[config.mk]
export PLATFORM = sky130hd
export DESIGN_NAME = npc_multicycle_core_flat
export DESIGN_NICKNAME = d
export VERILOG_FILES = /design/src/rtl/npc_multicycle_core_if.sv /design/src/rtl/npc_multicycle_core.sv /design/src/flat_wrapper.sv
export SDC_FILE = /design/constraint.sdc
export NUM_CORES = 2
export LEC_CHECK = 0
export ABC_AREA = 1
export BUFFER_PORTS_ARGS = -buffer_cell sky130_fd_sc_hd__buf_2
export CAP_MARGIN = 20
export CORE_ASPECT_RATIO = 1.2
export CORE_MARGIN = 10
export CORE_UTILIZATION = 30
export DETAILED_ROUTE_END_ITERATION = 7
export PLACE_DENSITY = 0.48
export SLEW_MARGIN = 0
export SYNTH_ARGS = -nofsm -noshare
export SYNTH_HDL_FRONTEND = slang
export SYNTH_SLANG_ARGS = --single-unit
[constraint.sdc]
create_clock -name clk -period 15.4 [get_ports clk]
set_clock_uncertainty 0.2 [all_clocks]
set_input_delay 4.62 -clock clk [delete_from_list [all_inputs] [get_ports clk]]
set_output_delay 4.62 -clock clk [all_outputs]
set_load 0.1 [all_outputs]
[src/rtl/npc_multicycle_core_if.sv]
// ============================================================================
// Module   : npc_multicycle_core_if
// Purpose  : Instruction and data memory channels for npc_multicycle_core.
// Revision : 1.0 - initial release
// ============================================================================
`default_nettype none

interface npc_multicycle_core_if;
  logic        imem_req_valid;
  logic        imem_req_ready;
  logic [31:0] imem_addr;
  logic        imem_rsp_valid;
  logic [31:0] imem_rdata;

  logic        dmem_req_valid;
  logic        dmem_req_ready;
  logic        dmem_we;
  logic [31:0] dmem_addr;
  logic [31:0] dmem_wdata;
  logic        dmem_rsp_valid;
  logic [31:0] dmem_rdata;

  modport master (
    output imem_req_valid, imem_addr,
    input  imem_req_ready, imem_rsp_valid, imem_rdata,
    output dmem_req_valid, dmem_we, dmem_addr, dmem_wdata,
    input  dmem_req_ready, dmem_rsp_valid, dmem_rdata
  );

  modport slave (
    input  imem_req_valid, imem_addr,
    output imem_req_ready, imem_rsp_valid, imem_rdata,
    input  dmem_req_valid, dmem_we, dmem_addr, dmem_wdata,
    output dmem_req_ready, dmem_rsp_valid, dmem_rdata
  );
endinterface

`default_nettype wire

[src/rtl/npc_multicycle_core.sv]
// ============================================================================
// Module   : npc_multicycle_core
// Purpose  : Multi-cycle RV32I/RV32E core with handshaked fetch and LW/SW.
// Revision : 1.0 - initial release
// ============================================================================
`default_nettype none

module npc_multicycle_core #(
  parameter logic [31:0] RESET_PC = 32'h8000_0000,
  parameter int          NREGS    = 32
) (
  input  logic                         clk,
  input  logic                         rstn,
  npc_multicycle_core_if.master        bus,
  output logic [31:0]                  pc,
  output logic                         retire,
  output logic                         halted,
  output logic                         illegal,
  output logic [31:0]                  halt_code
);

  localparam int                RIDX_W    = $clog2(NREGS);
  localparam logic              OOB_CHECK = (NREGS < 32);
  localparam logic [RIDX_W-1:0] X10_IDX   = RIDX_W'(10);

  localparam logic [6:0] OPC_LUI    = 7'b0110111;
  localparam logic [6:0] OPC_AUIPC  = 7'b0010111;
  localparam logic [6:0] OPC_JAL    = 7'b1101111;
  localparam logic [6:0] OPC_JALR   = 7'b1100111;
  localparam logic [6:0] OPC_BRANCH = 7'b1100011;
  localparam logic [6:0] OPC_LOAD   = 7'b0000011;
  localparam logic [6:0] OPC_STORE  = 7'b0100011;
  localparam logic [6:0] OPC_OPIMM  = 7'b0010011;
  localparam logic [6:0] OPC_OP     = 7'b0110011;
  localparam logic [6:0] OPC_SYSTEM = 7'b1110011;

  typedef enum logic [2:0] {
    S_FETCH  = 3'd0,
    S_WAIT_I = 3'd1,
    S_EXEC   = 3'd2,
    S_MEM    = 3'd3,
    S_WAIT_D = 3'd4,
    S_HALT   = 3'd5
  } state_e;

  state_e      state_q;
  logic [31:0] pc_q;
  logic [31:0] ir_q;
  logic [31:0] regs_q [NREGS];
  logic        retire_q;
  logic        halted_q;
  logic        illegal_q;
  logic [31:0] halt_code_q;
  logic        imem_req_valid_q;
  logic        dmem_req_valid_q;
  logic        dmem_we_q;
  logic [31:0] dmem_addr_q;
  logic [31:0] dmem_wdata_q;

  // Instruction fields and immediates
  logic [6:0]  opcode;
  logic [2:0]  funct3;
  logic [6:0]  funct7;
  logic [4:0]  rd, rs1, rs2;
  logic [31:0] imm_i, imm_s, imm_b, imm_u, imm_j;
  logic [31:0] rs1_val, rs2_val, pc_plus4;

  assign opcode   = ir_q[6:0];
  assign rd       = ir_q[11:7];
  assign funct3   = ir_q[14:12];
  assign rs1      = ir_q[19:15];
  assign rs2      = ir_q[24:20];
  assign funct7   = ir_q[31:25];
  assign imm_i    = {{20{ir_q[31]}}, ir_q[31:20]};
  assign imm_s    = {{20{ir_q[31]}}, ir_q[31:25], ir_q[11:7]};
  assign imm_b    = {{19{ir_q[31]}}, ir_q[31], ir_q[7], ir_q[30:25], ir_q[11:8], 1'b0};
  assign imm_u    = {ir_q[31:12], 12'b0};
  assign imm_j    = {{11{ir_q[31]}}, ir_q[31], ir_q[19:12], ir_q[20], ir_q[30:21], 1'b0};
  assign pc_plus4 = pc_q + 32'd4;

  assign rs1_val  = (rs1 == 5'd0) ? 32'd0 : regs_q[rs1[RIDX_W-1:0]];
  assign rs2_val  = (rs2 == 5'd0) ? 32'd0 : regs_q[rs2[RIDX_W-1:0]];

  logic [31:0] alu_b, alu_res;
  logic        use_rd, use_rs1, use_rs2, dec_illegal;
  logic        wr_en, is_mem, mem_we, is_ebreak, taken;
  logic [31:0] wr_data, next_pc, mem_addr;
  logic        exec_illegal;

  always_comb begin
    alu_b = (opcode == OPC_OP) ? rs2_val : imm_i;
    case (funct3)
      3'd0:    alu_res = (opcode == OPC_OP && funct7[5]) ? rs1_val - alu_b : rs1_val + alu_b;
      3'd1:    alu_res = rs1_val << alu_b[4:0];
      3'd2:    alu_res = {31'd0, $signed(rs1_val) < $signed(alu_b)};
      3'd3:    alu_res = {31'd0, rs1_val < alu_b};
      3'd4:    alu_res = rs1_val ^ alu_b;
      3'd5:    alu_res = funct7[5] ? $unsigned($signed(rs1_val) >>> alu_b[4:0])
                                   : rs1_val >> alu_b[4:0];
      3'd6:    alu_res = rs1_val | alu_b;
      default: alu_res = rs1_val & alu_b;
    endcase
  end

  always_comb begin
    use_rd      = 1'b0;
    use_rs1     = 1'b0;
    use_rs2     = 1'b0;
    dec_illegal = 1'b0;
    wr_en       = 1'b0;
    wr_data     = alu_res;
    next_pc     = pc_plus4;
    is_mem      = 1'b0;
    mem_we      = 1'b0;
    is_ebreak   = 1'b0;
    taken       = 1'b0;
    mem_addr    = rs1_val + ((opcode == OPC_STORE) ? imm_s : imm_i);
    case (opcode)
      OPC_LUI: begin
        use_rd  = 1'b1;
        wr_en   = 1'b1;
        wr_data = imm_u;
      end
      OPC_AUIPC: begin
        use_rd  = 1'b1;
        wr_en   = 1'b1;
        wr_data = pc_q + imm_u;
      end
      OPC_JAL: begin
        use_rd  = 1'b1;
        wr_en   = 1'b1;
        wr_data = pc_plus4;
        next_pc = pc_q + imm_j;
      end
      OPC_JALR: begin
        use_rd      = 1'b1;
        use_rs1     = 1'b1;
        wr_en       = 1'b1;
        wr_data     = pc_plus4;
        next_pc     = (rs1_val + imm_i) & ~32'd1;
        dec_illegal = (funct3 != 3'd0);
      end
      OPC_BRANCH: begin
        use_rs1 = 1'b1;
        use_rs2 = 1'b1;
        case (funct3)
          3'd0:    taken = (rs1_val == rs2_val);
          3'd1:    taken = (rs1_val != rs2_val);
          3'd4:    taken = ($signed(rs1_val) <  $signed(rs2_val));
          3'd5:    taken = ($signed(rs1_val) >= $signed(rs2_val));
          3'd6:    taken = (rs1_val <  rs2_val);
          3'd7:    taken = (rs1_val >= rs2_val);
          default: dec_illegal = 1'b1;
        endcase
        if (taken) next_pc = pc_q + imm_b;
      end
      OPC_LOAD: begin
        use_rd      = 1'b1;
        use_rs1     = 1'b1;
        is_mem      = 1'b1;
        dec_illegal = (funct3 != 3'd2);
      end
      OPC_STORE: begin
        use_rs1     = 1'b1;
        use_rs2     = 1'b1;
        is_mem      = 1'b1;
        mem_we      = 1'b1;
        dec_illegal = (funct3 != 3'd2);
      end
      OPC_OPIMM: begin
        use_rd  = 1'b1;
        use_rs1 = 1'b1;
        wr_en   = 1'b1;
        if (funct3 == 3'd1)
          dec_illegal = (funct7 != 7'b0000000);
        else if (funct3 == 3'd5)
          dec_illegal = (funct7 != 7'b0000000) && (funct7 != 7'b0100000);
      end
      OPC_OP: begin
        use_rd      = 1'b1;
        use_rs1     = 1'b1;
        use_rs2     = 1'b1;
        wr_en       = 1'b1;
        dec_illegal = !((funct7 == 7'b0000000) ||
                        (funct7 == 7'b0100000 && (funct3 == 3'd0 || funct3 == 3'd5)));
      end
      OPC_SYSTEM: begin
        is_ebreak   = (ir_q == 32'h0010_0073);
        dec_illegal = !is_ebreak;
      end
      default: dec_illegal = 1'b1;
    endcase
  end

  // Untaken branches fall back to pc+4, which is always aligned
  assign exec_illegal = dec_illegal
                      | next_pc[1]
                      | (is_mem & (mem_addr[1:0] != 2'b00))
                      | (OOB_CHECK & ((use_rd & rd[4]) | (use_rs1 & rs1[4]) | (use_rs2 & rs2[4])));

  always_ff @(posedge clk or negedge rstn) begin
    if (!rstn) begin
      state_q          <= S_FETCH;
      pc_q             <= RESET_PC;
      ir_q             <= 32'd0;
      retire_q         <= 1'b0;
      halted_q         <= 1'b0;
      illegal_q        <= 1'b0;
      halt_code_q      <= 32'd0;
      imem_req_valid_q <= 1'b1;
      dmem_req_valid_q <= 1'b0;
      dmem_we_q        <= 1'b0;
      dmem_addr_q      <= 32'd0;
      dmem_wdata_q     <= 32'd0;
      for (int i = 0; i < NREGS; i++) regs_q[i] <= 32'd0;
    end else begin
      retire_q <= 1'b0;
      case (state_q)
        S_FETCH: begin
          if (bus.imem_req_ready) begin
            imem_req_valid_q <= 1'b0;
            state_q          <= S_WAIT_I;
          end
        end
        S_WAIT_I: begin
          if (bus.imem_rsp_valid) begin
            ir_q    <= bus.imem_rdata;
            state_q <= S_EXEC;
          end
        end
        S_EXEC: begin
          if (exec_illegal) begin
            halted_q    <= 1'b1;
            illegal_q   <= 1'b1;
            halt_code_q <= regs_q[X10_IDX];
            state_q     <= S_HALT;
          end else if (is_ebreak) begin
            retire_q    <= 1'b1;
            halted_q    <= 1'b1;
            halt_code_q <= regs_q[X10_IDX];
            state_q     <= S_HALT;
          end else if (is_mem) begin
            dmem_req_valid_q <= 1'b1;
            dmem_we_q        <= mem_we;
            dmem_addr_q      <= mem_addr;
            dmem_wdata_q     <= rs2_val;
            state_q          <= S_MEM;
          end else begin
            if (wr_en && rd != 5'd0) regs_q[rd[RIDX_W-1:0]] <= wr_data;
            pc_q             <= next_pc;
            retire_q         <= 1'b1;
            imem_req_valid_q <= 1'b1;
            state_q          <= S_FETCH;
          end
        end
        S_MEM: begin
          if (bus.dmem_req_ready) begin
            dmem_req_valid_q <= 1'b0;
            if (dmem_we_q) begin
              pc_q             <= pc_plus4;
              retire_q         <= 1'b1;
              imem_req_valid_q <= 1'b1;
              state_q          <= S_FETCH;
            end else begin
              state_q <= S_WAIT_D;
            end
          end
        end
        S_WAIT_D: begin
          if (bus.dmem_rsp_valid) begin
            if (rd != 5'd0) regs_q[rd[RIDX_W-1:0]] <= bus.dmem_rdata;
            pc_q             <= pc_plus4;
            retire_q         <= 1'b1;
            imem_req_valid_q <= 1'b1;
            state_q          <= S_FETCH;
          end
        end
        S_HALT: begin
          imem_req_valid_q <= 1'b0;
        end
        default: begin
          halted_q         <= 1'b1;
          illegal_q        <= 1'b1;
          imem_req_valid_q <= 1'b0;
          state_q          <= S_HALT;
        end
      endcase
    end
  end

  assign bus.imem_req_valid = imem_req_valid_q;
  assign bus.imem_addr      = pc_q;
  assign bus.dmem_req_valid = dmem_req_valid_q;
  assign bus.dmem_we        = dmem_we_q;
  assign bus.dmem_addr      = dmem_addr_q;
  assign bus.dmem_wdata     = dmem_wdata_q;

  assign pc        = pc_q;
  assign retire    = retire_q;
  assign halted    = halted_q;
  assign illegal   = illegal_q;
  assign halt_code = halt_code_q;

endmodule

`default_nettype wire

[src/flat_wrapper.sv]
// flat-port wrapper written by rule: the top's interface ports become plain ports
module npc_multicycle_core_flat 
#(
  parameter logic [31:0] RESET_PC = 32'h8000_0000,
  parameter int          NREGS    = 32
)
  (clk, rstn, pc, retire, halted, illegal, halt_code, bus_imem_req_valid, bus_imem_addr, bus_imem_req_ready, bus_imem_rsp_valid, bus_imem_rdata, bus_dmem_req_valid, bus_dmem_we, bus_dmem_addr, bus_dmem_wdata, bus_dmem_req_ready, bus_dmem_rsp_valid, bus_dmem_rdata);
  npc_multicycle_core_if bus_i ();
  input  logic clk;
  input  logic rstn;
  output logic [31:0] pc;
  output logic retire;
  output logic halted;
  output logic illegal;
  output logic [31:0] halt_code;
  output wire logic [$bits(bus_i.imem_req_valid)-1:0] bus_imem_req_valid;
  output wire logic [$bits(bus_i.imem_addr)-1:0] bus_imem_addr;
  input wire logic [$bits(bus_i.imem_req_ready)-1:0] bus_imem_req_ready;
  input wire logic [$bits(bus_i.imem_rsp_valid)-1:0] bus_imem_rsp_valid;
  input wire logic [$bits(bus_i.imem_rdata)-1:0] bus_imem_rdata;
  output wire logic [$bits(bus_i.dmem_req_valid)-1:0] bus_dmem_req_valid;
  output wire logic [$bits(bus_i.dmem_we)-1:0] bus_dmem_we;
  output wire logic [$bits(bus_i.dmem_addr)-1:0] bus_dmem_addr;
  output wire logic [$bits(bus_i.dmem_wdata)-1:0] bus_dmem_wdata;
  input wire logic [$bits(bus_i.dmem_req_ready)-1:0] bus_dmem_req_ready;
  input wire logic [$bits(bus_i.dmem_rsp_valid)-1:0] bus_dmem_rsp_valid;
  input wire logic [$bits(bus_i.dmem_rdata)-1:0] bus_dmem_rdata;
  assign bus_imem_req_valid = bus_i.imem_req_valid;
  assign bus_imem_addr = bus_i.imem_addr;
  assign bus_i.imem_req_ready = bus_imem_req_ready;
  assign bus_i.imem_rsp_valid = bus_imem_rsp_valid;
  assign bus_i.imem_rdata = bus_imem_rdata;
  assign bus_dmem_req_valid = bus_i.dmem_req_valid;
  assign bus_dmem_we = bus_i.dmem_we;
  assign bus_dmem_addr = bus_i.dmem_addr;
  assign bus_dmem_wdata = bus_i.dmem_wdata;
  assign bus_i.dmem_req_ready = bus_dmem_req_ready;
  assign bus_i.dmem_rsp_valid = bus_dmem_rsp_valid;
  assign bus_i.dmem_rdata = bus_dmem_rdata;
  npc_multicycle_core #(.RESET_PC(RESET_PC), .NREGS(NREGS)) u_core (.clk(clk), .rstn(rstn), .bus(bus_i), .pc(pc), .retire(retire), .halted(halted), .illegal(illegal), .halt_code(halt_code));
endmodule
* Word level (Yosys, flattened, before mapping)
Index checks and enable logic that the tools add are counted.
** Word-level totals
- Register bits after elaboration :: 1193
- Input port bits :: 70
- Output and inout port bits :: 166
** Cells by class
- Add/sub/neg operators :: 8
- $lt $le $gt $ge :: 10
- Eq/ne operators :: 41
- Shifts and indexed selects :: 3
- Multiplexer cells :: 80
- Bitwise gates (word level) :: 14
- Reductions and logical operators :: 38
** Operators by type and width (number)
- 1024-bit 2-to-1 mux :: 6
- 1024-bit bitwise mux :: 2
- 1024-bit one-hot mux with 2 select lines :: 1
- 32-bit 2-to-1 mux :: 19
- 32-bit binary-select mux with 5-bit select :: 2
- 32-bit one-hot mux with 3 select lines :: 3
- 32-bit one-hot mux with 7 select lines :: 1
- 32-bit adder :: 6
- 32-bit demux with 5-bit select :: 1
- 32-bit less-than comparator :: 4
- 32-bit >= comparator :: 2
- 32-bit by 3-bit adder with 32-bit output, second input constant :: 1
- 32-bit bitwise AND :: 1
- 32-bit by 21-bit == test with 1-bit output, second input constant :: 1
- 32-bit == test :: 1
- 32-bit != test :: 1
- 32-bit OR :: 1
- 32-bit by 5-bit left shift with 32-bit output :: 1
- 32-bit by 5-bit >> shifter with 32-bit output :: 1
- 32-bit by 5-bit >>> shifter with 32-bit output :: 1
- 32-bit subtractor :: 1
- 32-bit bitwise XOR :: 1
- 7-bit by 6-bit == test with 1-bit output, second input constant :: 4
- 7-bit == test, second input constant :: 4
- 45 further kinds :: 128

* Logic depth before layout (Yosys ltp)
- Depth after elaboration :: 16
- Gate-level depth with buffers :: 43

* Worst setup path before layout
OpenSTA, ideal clock, no wires.
- Path kind :: input -> register
- From :: in bus_dmem_rsp_valid
- To :: reg u_core.regs_q[188] in the netlist's numbering
- Arrival :: 6.100 ns
- Required time :: 15.079 ns
- Slack :: 8.979 ns
- Cell stages on the path :: 7
- Path buffers :: 2
- Path through :: nor2_1 -> a211oi_2 -> buf_1 -> nand4_2 -> clkbuf_1 -> nor2_1 -> a21boi_1
** On the way
- Word-level cells in the longest chain between the ends :: 2
** Ends and longest elaborated chain
- from (decl) :: line flat_wrapper.sv:26 : input wire logic [$bits(bus_i.dmem_rsp_valid)-1:0] bus_dmem_rsp_valid;
- 2-bit != test (no line)
- 7-bit AND reduction (no line)
- to (signal, indexed assignment) :: line npc_multicycle_core.sv:249 : if (wr_en && rd != 5'd0) regs_q[rd[RIDX_W-1:0]] <= wr_data;
- to (signal, indexed assignment) :: line npc_multicycle_core.sv:271 : if (rd != 5'd0) regs_q[rd[RIDX_W-1:0]] <= bus.dmem_rdata;
- to (decl) :: line npc_multicycle_core.sv:49 : logic [31:0] regs_q [NREGS];
No other way between the ends.
A chain may end at the register's enable or synchronous reset.

* Worst setup path in the final report
- From :: reg u_core.ir_q[20]
- To :: reg u_core.regs_q[932] in the netlist's numbering
** On the way
- Word-level cells in the longest chain between the ends :: 16
- Elaborated cells on any way between the ends :: 49
- Classes of those cells :: add/sub (4); order compare (4); eq/ne (5); shift (3); mux (22); bitwise (7); reduce/logical (4)
** Ends and longest elaborated chain
- from (decl) :: line npc_multicycle_core.sv:48 : logic [31:0] ir_q;
- from (signal assigned) :: line npc_multicycle_core.sv:227 : ir_q <= bus.imem_rdata;
- 5-bit NOT with 6-bit output (implied by the code) :: line npc_multicycle_core.sv:82 : assign rs2_val = (rs2 == 5'd0) ? 32'd0 : regs_q[rs2[RIDX_W-1:0]];
- 32-bit binary-select mux with 5-bit select :: line npc_multicycle_core.sv:82
- 32-bit 2-to-1 mux (implied by the code) (2 in series) :: line npc_multicycle_core.sv:82
- 32-bit 2-to-1 mux :: line npc_multicycle_core.sv:82
- 32-bit 2-to-1 mux :: line npc_multicycle_core.sv:91 : alu_b = (opcode == OPC_OP) ? rs2_val : imm_i;
- 32-bit adder, or another cell as far along :: line npc_multicycle_core.sv:93 : 3'd0: alu_res = (opcode == OPC_OP && funct7[5]) ? rs1_val - alu_b : rs1_val + alu_b;
- 32-bit 2-to-1 mux (on tied branches) :: line npc_multicycle_core.sv:93, npc_multicycle_core.sv:98
- 32-bit one-hot mux with 7 select lines :: line npc_multicycle_core.sv:92 : case (funct3)
- 32-bit one-hot mux with 3 select lines :: line npc_multicycle_core.sv:118 : case (opcode)
- 1024-bit bitwise mux :: line npc_multicycle_core.sv:249
- 1024-bit 2-to-1 mux :: line npc_multicycle_core.sv:249
- 1024-bit 2-to-1 mux :: line npc_multicycle_core.sv:242 : end else if (is_mem) begin
- 1024-bit 2-to-1 mux :: line npc_multicycle_core.sv:237 : end else if (is_ebreak) begin
- 1024-bit 2-to-1 mux :: line npc_multicycle_core.sv:232 : if (exec_illegal) begin
- 1024-bit one-hot mux with 2 select lines :: line npc_multicycle_core.sv:218 : case (state_q)
Parallel ways exist; a longest one is shown, timed or not. The select of a mux whose other input is x is not followed.

==> impl_metrics.toml <==
[routing]
drt_first_iter_violations = 12050
remaining_drc_errors = 0
post_dr_vias_cell = 5.647
drtAntennaViolNets = 0
post_drt_wl_per_cell_um = 29.21
routed_wl_um = 499600
detail_route.first_pass.iterations = 8
vias = 96590

[grt]
grt_pass1_wl_um = 696800
first_global_vias = 90900
initial_antenna_violation_count = 19
grt_start_max_net_pins = 215
grt_util_all_layers_pct = 30.28
globalRouteOverflowTotal = 0

[floorplan]
io_pins = 236
design.core.area_sq_um = 290500
floorplan.initialDensity_pct = 30.08
rows = 217
die_h_um = 611.3
fp.dieW_um = 512.7
floorplan.die_area_sq_um = 313400

[critical_path]
timing.critical_path.from_type = "flip-flop"
crit_path_end_kind = "flip-flop"
worst_ep_required_time_ns = 16.01
critPathArrivalTime_ns = 10.94
timing.critical_path.fanout_max = 76
crit_path_top_delay_cell = "dfrtp_4"
crit_path_max_cell_delay_ns = 0.76
worst_path_most_repeated_cell = "nand2_1"
setup.worst_path.class = "reg2reg"
r2r_slack_ns = 5.08

[final_layout]
drive_above_1_share_pct = 7.427
layout.cell_area.non_filler_sq_um = 96840
nets = 13460
final-instance-count-excl-fill = 17110
areaGrowthSynthToFinish_pct = 10.79

[pwr]
power.share.combinational_pct = 1.4
power.density_cell_area_nw_per_um2 = 71.32
max_ir_drop_vdd_v = 0.00007210
netSwitchingPower_uw = 1644
power.share.sequential_pct = 45.4
power.switching_fraction_pct = 23.81
intPower_uw = 5262
leakagePower_uw = 0.04781
clkPwrFrac_pct = 53.2

[clocking]
cts-hold-fix-buffers = 0
numCtsBuffers = 151
cts.htree.levels = 4
ctsLongestPathBuffers = 4
cts_post_setup_buffers_inserted = 0
clock_sink_count = 1192
postCtsResizedCells = 0
cts-root-buf = "clkbuf_16"
clock_tree_from_tritoncts = "yes"
clkLatencyLatePin_ns = 0.88
reg_clk_slew_reported_paths_ns = 0.06

[sta]
drv_slew = 0
timing_worst_slew_pin_value_ns = 1.204
worst_slack_ns = 5.075
timing.fmax_mhz = 96.86
final_period_demand_of_the_worst_path_ns = 10.32
maxSlewHeadroom_pct = 18.97
setup-violations-final = 0
layout_worst_path_cycle_share_pct = 67.04
rsz0062_at_grt = "false"
final_hold_viol_count = 0
setup-tns-final_ns = 0

[synthesis]
synth_common_cells = "nand2_1 (4702), dfrtp_1 (1190), o21ai_0 (1124), nand3_1 (1059), inv_1 (1030)"
ys_seq_area_share_pct = 34.13
async_reset_ff_share_pct = 100.0
avgSynthCellArea_sq_um = 6.477
syn-cell-area_sq_um = 87400
synth_top_area_share_pct = 34.07
post_syn_instances = 13490
synthDominantAreaCellType = "dfrtp_1"
postSynth.topFlopCell = "dfrtp_1"
synth_seq_cells = 1192
post_synth_edffs = 0
yosys_warnings = 0
yosys.cell_count.top_type = "nand2_1"
post_synth_main_area_contributors = "dfrtp_1 (34%), nand2_1 (20%), o21ai_0 (6.4%)"
synth.distinct_cells = 70

[place]
io_buffers = 233
place.detailed.instances = 16840
post-dp-hpwl_um = 342800
placed_cell_area_sq_um = 91940
dp_worst_setup_slack_ns = 5.455
gp_congestion = 1.024

[flow_run]
cap_viol_max_count = 0

[run_status]
result_of_the_run = "completed"

[min_path]
min_path_type = "reg2reg"
-- worst paths after layout --
check | depth (start not counted) | start | to
worst max-delay path | 34 | u_core.ir_q[20]$_DFFE_PN0P_ | u_core.regs_q[932]$_DFFE_PN0P_
worst min-delay path | 0 | u_core.regs_q[1023]$_DFFE_PN0P_ | u_core.regs_q[1023]$_DFFE_PN0P_
worst max register to register | 34 | u_core.ir_q[20]$_DFFE_PN0P_ | u_core.regs_q[932]$_DFFE_PN0P_
worst min register to register | 0 | u_core.regs_q[1023]$_DFFE_PN0P_ | u_core.regs_q[1023]$_DFFE_PN0P_
max in group asynchronous | 3 | rstn | u_core.regs_q[748]$_DFFE_PN0P_
min in group asynchronous | 1 | rstn | u_core.bus.dmem_addr[14]$_DFFE_PN0P_
-- per-layer routing --
| layer | vias to the layer above | GRT usage, % | wire [um] |
|---|---|---|---|
| met5 | - | 0 | 84 |
| met4 | 12 | 22.82 | 45990 |
| met3 | 1455 | 5.714 | 40880 |
| met2 | 5175 | 47.87 | 220600 |
| met1 | 46430 | 36.54 | 192000 |
| li1 | 43520 | - | - |
-- worst max-delay path, delay by kind of cell, from the launching register on --
kind | cells | cell delay [ns]
DFF | 1 | 0.76
AOI/OAI and AO/OA | 5 | 1.21
adders and majority gates | 1 | 0.47
buffers and inverters | 8 | 4.03
and+or+nand+nor | 20 | 3.20
-- power by group through the flow --
stage,clock network (uW),registers [uW],logic [uW]
floorplan,0,3190,3.46
global placement,0,3190,101
detailed placement,0,3190,100
CTS,3720,3130,100
global route,3820,3130,109
finish,3680,3130,96.7
-- per-stage QoR --
step	utilization, %	hold slack (ns)	power [uW]
after global routing	33.32	0.1975	7059
after global placement	31.60	0.1617	3291
after floorplan	-	0.2239	3197
after detailed placement	31.65	0.1654	3290
final	33.33	0.1822	6907
after CTS	33.31	0.1798	6952
-- cell usage in the layout, fill, tap and decap left out, types with 15 or more instances in the layout --
cell type,n
o221ai_1,86
xor2_1,86
nand3_1,1059
clkbuf_1,32
nand2_1,4690
nand4_1,63
buf_12,16
inv_1,1021
o211ai_1,293
buf_2,232
a21boi_1,142
o21ai_1,125
clkbuf_16,154
nor3_1,68
buf_4,298
dfrtp_1,1179
clkbuf_8,33
a31oi_1,30
o21a_1,27
clkinv_2,19
and2_1,20
a22oi_1,104
xnor2_1,20
o21ai_0,1123
o22ai_1,32
a211oi_1,15
nor4_1,25
a221oi_1,20
nand2_2,20
or2_2,44
nor2_2,46
a21oi_1,912
nor2_1,759
o21bai_1,15
ha_1,219
o2111ai_1,31
inv_2,25
-- flip-flops by register name (all words and copies together), names as in the netlist --
name / flops
u_core.bus.dmem_wdata: 32
u_core.bus.imem_req_valid: 1
u_core.regs_q: 1024
u_core.bus.imem_addr: 31
u_core.state_q: 3
u_core.retire: 1
u_core.bus.dmem_we: 1
u_core.ir_q: 32
u_core.halt_code: 32
u_core.halted: 1
u_core.bus.dmem_addr: 32
u_core.illegal: 1
u_core.bus.dmem_req_valid: 1
-- cell type report --
class	count	area, sq um
antenna	11	27.53
multi-input combinational	10210	49490
clock inverter	35	406.6
timing repair buffer	553	3829
clock buffer	219	4428
fill	32000	193700
sequential	1192	29860
inverter	1057	3995
tap	3832	4795
-- cell families after synthesis --
| logic type | share of synthesized area [%] |
|---|---|
| compound gates | 19.92 |
| xor+xnor | 1.062 |
| fa+ha+maj | 3.295 |
| buf+inv | 9.729 |
| flops | 34.13 |
| mux | 0.1890 |
| other cells | 0.004291 |
| simple gates | 31.67 |
Power figures use the tool's default switching activity.
